`config.mk`:
```
export PLATFORM = sky130hd
export DESIGN_NAME = decrypt_2blocks_128
export DESIGN_NICKNAME = d
export VERILOG_FILES = /design/src/rtl/decrypt_2blocks_128.sv
export SDC_FILE = /design/constraint.sdc
export NUM_CORES = 2
export LEC_CHECK = 0
export BUFFER_PORTS_ARGS = -buffer_cell sky130_fd_sc_hd__buf_2
export CAP_MARGIN = 40
export CORE_ASPECT_RATIO = 0.7
export CORE_MARGIN = 1
export CORE_UTILIZATION = 35
export CTS_CLUSTER_SIZE = 25
export DETAILED_ROUTE_END_ITERATION = 16
export PLACE_DENSITY = 0.63
export RECOVER_POWER = 50
export SKIP_CTS_REPAIR_TIMING = 1
export SYNTH_ARGS = -nofsm -noshare
export SYNTH_HDL_FRONTEND = slang
export SYNTH_SLANG_ARGS = --single-unit
```
`constraint.sdc`:
```
create_clock -name CLK -period 6.9 [get_ports CLK]
set_input_delay 0.345 -clock CLK [delete_from_list [all_inputs] [get_ports CLK]]
set_output_delay 0.345 -clock CLK [all_outputs]
set_load 0.1 [all_outputs]
```
`src/rtl/decrypt_2blocks_128.sv`:
```
// ---------------------------------------------------------------------------
// decrypt_2blocks_128
// Ascon-128 authenticated decryption of one associated-data block and one
// ciphertext block. One permutation round is computed per clock. The
// plaintext is released only when the recomputed tag matches the received one.
//
// Ports
//   CLK      in   1    clock, rising edge
//   RST      in   1    asynchronous active-low reset
//   START    in   1    request, sampled only while BUSY=0
//   SK       in 128    secret key (bit 127 = first byte)
//   N        in 128    nonce
//   A        in  64    associated data block (bit 63 = first byte)
//   C        in  64    ciphertext block
//   T        in 128    received tag
//   BUSY     out  1    operation in progress
//   DONE     out  1    one-cycle pulse, results valid
//   P        out 64    recovered plaintext, zero unless AUTH_OK
//   AUTH_OK  out  1    tag matched; held with P until the next accepted START
// ---------------------------------------------------------------------------
module decrypt_2blocks_128 #(
   parameter logic [63:0] IV       = 64'h80400c0600000000,
   parameter int          ROUNDS_A = 12,
   parameter int          ROUNDS_B = 6
) (
   input  logic         CLK,
   input  logic         RST,
   input  logic         START,
   input  logic [127:0] SK,
   input  logic [127:0] N,
   input  logic [63:0]  A,
   input  logic [63:0]  C,
   input  logic [127:0] T,
   output logic         BUSY,
   output logic         DONE,
   output logic [63:0]  P,
   output logic         AUTH_OK
);

   localparam logic [63:0] PAD = 64'h8000000000000000;

   typedef enum logic [2:0] {
      ST_IDLE   = 3'd0,
      ST_INIT   = 3'd1,
      ST_AD1    = 3'd2,
      ST_AD2    = 3'd3,
      ST_CT     = 3'd4,
      ST_FINAL  = 3'd5,
      ST_VERIFY = 3'd6
   } state_t;

   // One Ascon round: constant addition on x2, bitsliced 5-bit S-box,
   // then the per-word linear diffusion layer.
   function automatic logic [319:0] ascon_round(input logic [319:0] s,
                                                input logic [7:0]   rc);
      logic [63:0] x0, x1, x2, x3, x4;
      logic [63:0] t0, t1, t2, t3, t4;
      x0 = s[319:256];
      x1 = s[255:192];
      x2 = s[191:128] ^ {56'd0, rc};
      x3 = s[127:64];
      x4 = s[63:0];
      x0 = x0 ^ x4;
      x4 = x4 ^ x3;
      x2 = x2 ^ x1;
      t0 = ~x0 & x1;
      t1 = ~x1 & x2;
      t2 = ~x2 & x3;
      t3 = ~x3 & x4;
      t4 = ~x4 & x0;
      x0 = x0 ^ t1;
      x1 = x1 ^ t2;
      x2 = x2 ^ t3;
      x3 = x3 ^ t4;
      x4 = x4 ^ t0;
      x1 = x1 ^ x0;
      x0 = x0 ^ x4;
      x3 = x3 ^ x2;
      x2 = ~x2;
      x0 = x0 ^ {x0[18:0], x0[63:19]} ^ {x0[27:0], x0[63:28]};
      x1 = x1 ^ {x1[60:0], x1[63:61]} ^ {x1[38:0], x1[63:39]};
      x2 = x2 ^ {x2[0],    x2[63:1]}  ^ {x2[5:0],  x2[63:6]};
      x3 = x3 ^ {x3[9:0],  x3[63:10]} ^ {x3[16:0], x3[63:17]};
      x4 = x4 ^ {x4[6:0],  x4[63:7]}  ^ {x4[40:0], x4[63:41]};
      return {x0, x1, x2, x3, x4};
   endfunction

   state_t         state_r;
   logic [319:0]   s_r;
   logic [3:0]     cnt_r;
   logic [127:0]   key_r;
   logic [63:0]    a_r;
   logic [63:0]    c_r;
   logic [127:0]   tag_r;
   logic [63:0]    pc_r;

   logic           long_s;
   logic           last_s;
   logic [3:0]     idx_s;
   logic [7:0]     rc_s;
   logic [319:0]   rnd_s;
   logic [319:0]   nxt_s;
   logic [63:0]    pc_nxt_s;
   state_t         succ_s;
   logic [127:0]   tc_s;
   logic           tag_ok_s;

   // Round schedule: p^12 uses constant indices 0..11, p^6 uses 6..11.
   always_comb begin
      long_s = (state_r == ST_INIT) || (state_r == ST_FINAL);
      if (long_s) begin
         last_s = (cnt_r == 4'(ROUNDS_A - 1));
         idx_s  = cnt_r;
      end else begin
         last_s = (cnt_r == 4'(ROUNDS_B - 1));
         idx_s  = cnt_r + 4'(ROUNDS_A - ROUNDS_B);
      end
      rc_s  = 8'hf0 - ({4'd0, idx_s} * 8'h0f);
      rnd_s = ascon_round(s_r, rc_s);
   end

   // Phase successor and the state injections applied after each phase's last round.
   always_comb begin
      nxt_s    = rnd_s;
      pc_nxt_s = 64'd0;
      succ_s   = ST_IDLE;
      case (state_r)
         ST_INIT: begin
            succ_s = ST_AD1;
            if (last_s) begin
               nxt_s[127:0]   = rnd_s[127:0] ^ key_r;
               nxt_s[319:256] = rnd_s[319:256] ^ a_r;
            end else begin
               nxt_s = rnd_s;
            end
         end
         ST_AD1: begin
            succ_s = ST_AD2;
            if (last_s) begin
               nxt_s[319:256] = rnd_s[319:256] ^ PAD;
            end else begin
               nxt_s = rnd_s;
            end
         end
         ST_AD2: begin
            succ_s = ST_CT;
            if (last_s) begin
               // Domain separation, then the ciphertext replaces the rate word.
               nxt_s[0]       = ~rnd_s[0];
               pc_nxt_s       = rnd_s[319:256] ^ c_r;
               nxt_s[319:256] = c_r;
            end else begin
               nxt_s = rnd_s;
            end
         end
         ST_CT: begin
            succ_s = ST_FINAL;
            if (last_s) begin
               nxt_s[319:256] = rnd_s[319:256] ^ PAD;
               nxt_s[255:192] = rnd_s[255:192] ^ key_r[127:64];
               nxt_s[191:128] = rnd_s[191:128] ^ key_r[63:0];
            end else begin
               nxt_s = rnd_s;
            end
         end
         ST_FINAL: begin
            succ_s = ST_VERIFY;
         end
         default: begin
            succ_s = ST_IDLE;
         end
      endcase
   end

   // Recomputed tag and full-width comparison against the latched tag.
   always_comb begin
      tc_s     = {s_r[127:64] ^ key_r[127:64], s_r[63:0] ^ key_r[63:0]};
      tag_ok_s = (tc_s == tag_r);
   end

   // Control FSM, state register and registered outputs.
   // The tag compare gets its own cycle (ST_VERIFY) after the final round,
   // which places DONE 43 cycles after the accept edge.
   always_ff @(posedge CLK or negedge RST) begin
      if (!RST) begin
         state_r <= ST_IDLE;
         s_r     <= 320'd0;
         cnt_r   <= 4'd0;
         key_r   <= 128'd0;
         a_r     <= 64'd0;
         c_r     <= 64'd0;
         tag_r   <= 128'd0;
         pc_r    <= 64'd0;
         BUSY    <= 1'b0;
         DONE    <= 1'b0;
         P       <= 64'd0;
         AUTH_OK <= 1'b0;
      end else begin
         DONE <= 1'b0;
         case (state_r)
            ST_IDLE: begin
               if (START) begin
                  key_r   <= SK;
                  a_r     <= A;
                  c_r     <= C;
                  tag_r   <= T;
                  s_r     <= {IV, SK, N};
                  cnt_r   <= 4'd0;
                  P       <= 64'd0;
                  AUTH_OK <= 1'b0;
                  BUSY    <= 1'b1;
                  state_r <= ST_INIT;
               end else begin
                  BUSY    <= 1'b0;
                  state_r <= ST_IDLE;
               end
            end
            ST_INIT, ST_AD1, ST_AD2, ST_CT, ST_FINAL: begin
               s_r <= nxt_s;
               if (last_s) begin
                  cnt_r   <= 4'd0;
                  state_r <= succ_s;
               end else begin
                  cnt_r   <= cnt_r + 4'd1;
               end
               if ((state_r == ST_AD2) && last_s) begin
                  pc_r <= pc_nxt_s;
               end else begin
                  pc_r <= pc_r;
               end
            end
            ST_VERIFY: begin
               AUTH_OK <= tag_ok_s;
               P       <= tag_ok_s ? pc_r : 64'd0;
               pc_r    <= 64'd0;
               DONE    <= 1'b1;
               BUSY    <= 1'b0;
               state_r <= ST_IDLE;
            end
            default: begin
               BUSY    <= 1'b0;
               state_r <= ST_IDLE;
            end
         endcase
      end
   end

endmodule

```
# Word-level counts from Yosys, hierarchy flattened
# Index checks and enable logic that the tools add are counted.
[op_classes]
n_div = 0
reduce_logical = 11
n_lt_le_gt_ge = 0
eq_ne = 12
mux = 30
shifts = 0
n_bitwise = 42
add_sub_neg = 3
mul = 1
[ops]
columns = ["op", "n"]
rows = [
  ["64-bit XOR", 27],
  ["320-bit case mux with 4 select lines", 1],
  ["320-bit case mux with 2 select lines", 1],
  ["64-bit two-way mux", 8],
  ["64-bit inverter", 6],
  ["64-bit AND", 5],
  ["320-bit two-way mux", 1],
  ["64-bit case mux with 2 select lines", 2],
  ["192-bit two-way mux", 1],
  ["128-bit equality test", 1],
  ["128-bit two-way mux", 1],
  ["128-bit XOR", 1],
  ["64-bit by 8-bit XOR with 64-bit output", 1],
  ["3-bit case mux with 5 select lines", 1],
  ["4-bit two-way mux", 3],
  ["3-bit equality test, second input constant", 3],
  ["4-bit by 4-bit multiplier with 8-bit output, second input constant", 1],
  ["4-bit case mux with 2 select lines", 1],
  ["2-bit AND reduction", 4],
  ["8-bit subtractor, first input constant", 1],
  ["3-bit by 2-bit equality test with 1-bit output, second input constant", 2],
  ["1-bit two-way mux", 6],
  ["2-bit inequality test, second input constant", 3],
  ["3-bit case mux with 2 select lines", 1],
  ["other kinds (13)", 17],
]
[word_totals]
wordCells = 111
mem_count = 0
in_bits = 515
mem_bits_ro = 0
reg_bits = 842
mem_bits_rw = 0
latchBits = 0

# Depth between registers and ports, before layout
[depth]
word_depth = 17
ltp_mapped = 24

# Least setup slack after synthesis
# OpenSTA, ideal clock, no wires.
[synth_timing]
path_type = "reg2reg"
from = "register state_r[0]"
to = "register s_r[118]"
setup_ps = 135
period_less_slack_ps = 5396
required_ps = 6765
path_buffers = 2
setup_slack_ps = 1504
t_arrival_ps = 5261
stages_incl_launch_ff = 24
path_cell_list = "dfrtp_1 > clkbuf_1 > buf_1 > nand2_1 > nand2_1 > a21boi_0 > fa_1 > inv_1 > fa_1 > inv_1 > ha_1 > inv_1 > ha_1 > a21oi_1 > a211oi_1 > nand2b_1 > xnor2_1 > ha_1 > xnor2_1 > xor2_1 > xnor3_1 > mux2i_1 > o21ai_0 > o21ai_0"
[synth_between]
elab_chain_cells = 15
[synth_lines]
columns = ["item", "line", "rtl"]
rows = [
  ["from (decl)", "88", "state_t state_r;"],
  ["from (signal assigned)", "222", "state_r <= succ_s;"],
  ["3-bit by 1-bit equality test with 1-bit output / 3-bit equality test (equally long branches)", "110, 127, 200", ""],
  ["1-bit logical OR", "110", "long_s = (state_r == ST_INIT) || (state_r == ST_FINAL);"],
  ["4-bit two-way mux", "111", "if (long_s) begin"],
  ["4-bit by 4-bit multiplier with 8-bit output", "118", "rc_s = 8'hf0 - ({4'd0, idx_s} * 8'h0f);"],
  ["8-bit subtractor", "118", ""],
  ["64-bit by 8-bit XOR with 64-bit output", "60", "x2 = s[191:128] ^ {56'd0, rc};"],
  ["64-bit XOR", "65", "x2 = x2 ^ x1;"],
  ["64-bit XOR", "73", "x2 = x2 ^ t3;"],
  ["64-bit XOR", "78", "x3 = x3 ^ x2;"],
  ["64-bit XOR (2 in a row)", "83", "x3 = x3 ^ {x3[9:0], x3[63:10]} ^ {x3[16:0], x3[63:17]};"],
  ["128-bit XOR", "131", "nxt_s[127:0] = rnd_s[127:0] ^ key_r;"],
  ["128-bit two-way mux", "130", "if (last_s) begin"],
  ["320-bit case mux with 4 select lines", "127", "case (state_r)"],
  ["320-bit case mux with 2 select lines", "200", "case (state_r)"],
  ["to (signal assigned)", "207", "s_r <= {IV, SK, N};"],
  ["to (signal assigned)", "219", "s_r <= nxt_s;"],
  ["to (decl)", "89", "logic [319:0] s_r;"],
]
# Parallel ways exist; a longest one is shown, timed or not.
# A chain may end at the register's enable or synchronous reset.

# Final worst setup path
[layout_timing]
from = "register state_r[1]"
to = "register s_r[263]"
[layout_between]
elab_chain_cells = 16
[layout_lines]
columns = ["item", "line", "rtl"]
rows = [
  ["3-bit by 1-bit equality test with 1-bit output / 3-bit equality test (equally long branches)", "110, 127, 200", ""],
  ["1-bit logical OR", "110", ""],
  ["4-bit two-way mux", "111", ""],
  ["4-bit by 4-bit multiplier with 8-bit output", "118", ""],
  ["8-bit subtractor", "118", ""],
  ["64-bit by 8-bit XOR with 64-bit output", "60", ""],
  ["64-bit XOR", "65", ""],
  ["64-bit AND", "67", "t1 = ~x1 & x2;"],
  ["64-bit XOR", "71", "x0 = x0 ^ t1;"],
  ["64-bit XOR", "77", "x0 = x0 ^ x4;"],
  ["64-bit XOR (2 in a row)", "80", "x0 = x0 ^ {x0[18:0], x0[63:19]} ^ {x0[27:0], x0[63:28]};"],
  ["64-bit XOR", "132", "nxt_s[319:256] = rnd_s[319:256] ^ a_r;"],
  ["64-bit two-way mux", "130", ""],
  ["320-bit case mux with 4 select lines", "127", ""],
  ["320-bit case mux with 2 select lines", "200", ""],
]
# Parallel ways exist; a longest one is shown, timed or not.

==> key figures <==
Synthesis
  • Synth Warn #: 0
  • Avg Cell Area, Syn: 8.75 µm²
  • Post-synth EDFFs: 0
  • Post-synthesis sequential area ratio: 0.362
  • Post-Syn Area: 0.0582 mm²
  • Syn Inst Count: 6,658
  • Yosys top cell area share: 0.362
  • Commonest cells post-synth: nand2_1 (1,621), xnor2_1 (953), dfrtp_1 (842), nor2_1 (369), xor2_1 (335)
  • Top-count cell post-synth: nand2_1
  • Register bit total from synthesis: 842
  • Synth area leaders: dfrtp_1 (36%), xnor2_1 (14%), nand2_1 (10%)
  • Netlist cell types: 68
  • Synth async-reset ratio: 1.00
  • Top_reg_cell synth: dfrtp_1
  • Post-synthesis net count: 7,326
  • Post-synth top area cell: dfrtp_1

Setup path
  • Crit Reg-Reg Endpoint: s_r[263]
  • Crit-path max FO: 8
  • Setup CP Type: reg -> reg
  • R2R cell count: 20
  • Nature of the critical path endpoint: flip-flop
  • Reg2reg setup slack: 0.81 ns
  • Startpoint Class: flip-flop
  • Req. time, crit path: 7.52 ns
  • RR Startpoint: state_r[1]
  • CP Data Arrival Time: 6.71 ns

Detailed routing
  • Via count: 57,863
  • Total detailed-routing wirelength: 338 mm
  • Vias per cell: 5.76
  • Detail Route Antenna Nets: 0
  • Starting DRC count in detailed routing: 8,763
  • Routed WL per cell: 33.7 µm
  • Drt drc: 0
  • First-pass DRT Iterations: 9

STA
  • Fin. max-slew vios: 106
  • Unrepaired setup endpoints after global routing: no
  • Fin crit period: 6.09 ns
  • Final Hold Vio Count: 4
  • FMAX: 164 MHz
  • Worst-case hold slack: -0.0185 ns
  • Setup violators final: 0
  • Fin crit share: 0.883
  • Slew margin rel.: -2.83
  • Setup TNS: 0 ns
  • Slew @ Worst Pin: 5.75 ns
  • Skew final: 0.0387 ns

Clock network
  • Max Buffers Root-to-Sink: 3
  • # H-tree levels: 3
  • Number of CTS-inserted buffers: 96
  • Clk slew on worst S/H paths: 0.07 ns
  • CTS tree: built
  • Clock Latency Late Sink: 0.77 ns
  • Root Driver: clkbuf_16
  • Clk sink count: 842

Die
  • Initial Util: 0.355
  • Die ar.: 0.168 mm²
  • Area of the core: 0.164 mm²
  • Cell row count: 124
  • Die Wd: 490 µm
  • I/O Pins: 582
  • Die Y: 343 µm

GRT
  • Vias in the first global route: 52,098
  • Largest net degree at the start of global routing: 147
  • Initial antenna violation count: 21
  • Global-route wire length before repair: 446 mm
  • Gr ovfl total: 0
  • Total GRT Usage: 0.391

Final layout
  • Share of layout cells above drive strength 1: 0.148
  • Register area: 0.0211 mm²
  • Area Overhead vs Synth: 26.4%
  • Multi-input gate area: 0.0355 mm²
  • Number of fill cells in the layout: 16,011
  • Nets@finish: 8,418

Min path
  • Hold WC Path Type: in -> reg
  • Hold Crit Depth: 3
  • Hold wc startpoint: N[111]
  • Hold EP: s_r[111]

Outcome
  • Status: complete, but fails checks
  • Failing checks: negative hold slack, max-capacitance violations, max-slew violations

Placement
  • Count of input and output buffers: 581
  • GPL Wtd Cong: 1.07
  • HPWL Detailed: 265 mm

Flow run
  • Maxcap violations: 1
[layer usage]
| layer | wire [µm] | up-vias | share of wire | track usage |
|---|---|---|---|---|
| met4 | 18500 | 16 | 0.055 | 0.176 |
| met3 | 40500 | 631 | 0.12 | 0.123 |
| met5 | 104 | - | 0.00031 | 0 |
| li1 | - | 24634 | - | - |
| met1 | 142000 | 28976 | 0.42 | 0.547 |
| met2 | 137000 | 3606 | 0.41 | 0.545 |
[layout by cell type (no fill, tap or decap), drive strengths merged, types with 44 or more instances in the layout]
cell and n:
nand2 1621, inv 200, mux2i 99, xnor2 954, o21ai 391, nand3 148, ha 150, xor2 335
nor2 369, a32oi 44, buf 876, a21oi 276, dfrtp 842, clkbuf 184, a22oi 116, xnor3 109
a22o 67, a211oi 53, o221ai 77, dlygate4sd3 420
[cell type report]
type	instances	share of cell area
Antenna cell	6	0.000204
Clock buffer	123	0.0359
Clock inverter	57	0.00910
Inverter	194	0.00993
Multi-Input combinational cell	5257	0.482
Sequential cell	842	0.286
Tap cell	2205	0.0375
Timing Repair Buffer	1359	0.138
[logic make-up after synthesis]
family | Yosys count | share of synthesized area
simple gates | 2316 | 0.161
xor+xnor | 1418 | 0.244
compound gates | 1202 | 0.133
flops | 842 | 0.362
buf+inv | 559 | 0.0369
fa+ha+maj | 186 | 0.0389
mux | 135 | 0.0240
[registers in the layout, summed over array words and instances (netlist names), 3 cells and up]
name and count:
pc_r 64, state_r 3, cnt_r 4, P 64, a_r 64, tag_r 128
s_r 320, key_r 128, c_r 64
[how the worst max path moves through the flow]
| stage | from | end | slack, ns |
|---|---|---|---|
| floorplan | state_r[0] | s_r[118] | 1.50 |
| global placement | state_r[1] | s_r[71] | 0.89 |
| detailed placement | state_r[1] | s_r[263] | 0.93 |
| CTS | state_r[1] | s_r[263] | 0.89 |
| global route | RST | P[39] | 0.16 |
| finish | state_r[1] | s_r[263] | 0.81 |
[critical path, stage by stage, from the launching register on]
cell and delay [ns]:
dfrtp_4 0.49, nor2b_1 0.54, a21boi_0 0.41, ha_1 0.39, inv_1 0.05, fa_1 0.54
inv_1 0.04, ha_1 0.26, inv_1 0.04, ha_1 0.30, a21oi_1 0.12, a211oi_1 0.46
nand2b_1 0.19, xnor2_1 0.08, ha_1 0.24, xnor2_1 0.15, xnor2_1 0.63, xnor3_1 0.52
mux2i_1 0.15, a32oi_1 0.20, o21ai_0 0.11
[stage by stage]
stage                     utilization  instances  hold WS [ns]  area (µm²)  worst slack, ns
after global placement          0.394       9281         0.454       64700            0.890
after detailed placement        0.402       9426         0.465       66100            0.929
final                           0.448      10043       -0.0185       73600            0.809
after global routing            0.448      10037      0.000459       73600            0.165
after floorplan                     -       6658        0.0494       58200             1.50
after CTS                       0.423       9606        -0.280       69400            0.890
Power is not shown: default switching activity piles up to over one toggle a cycle in this logic, so the estimate is an artifact.
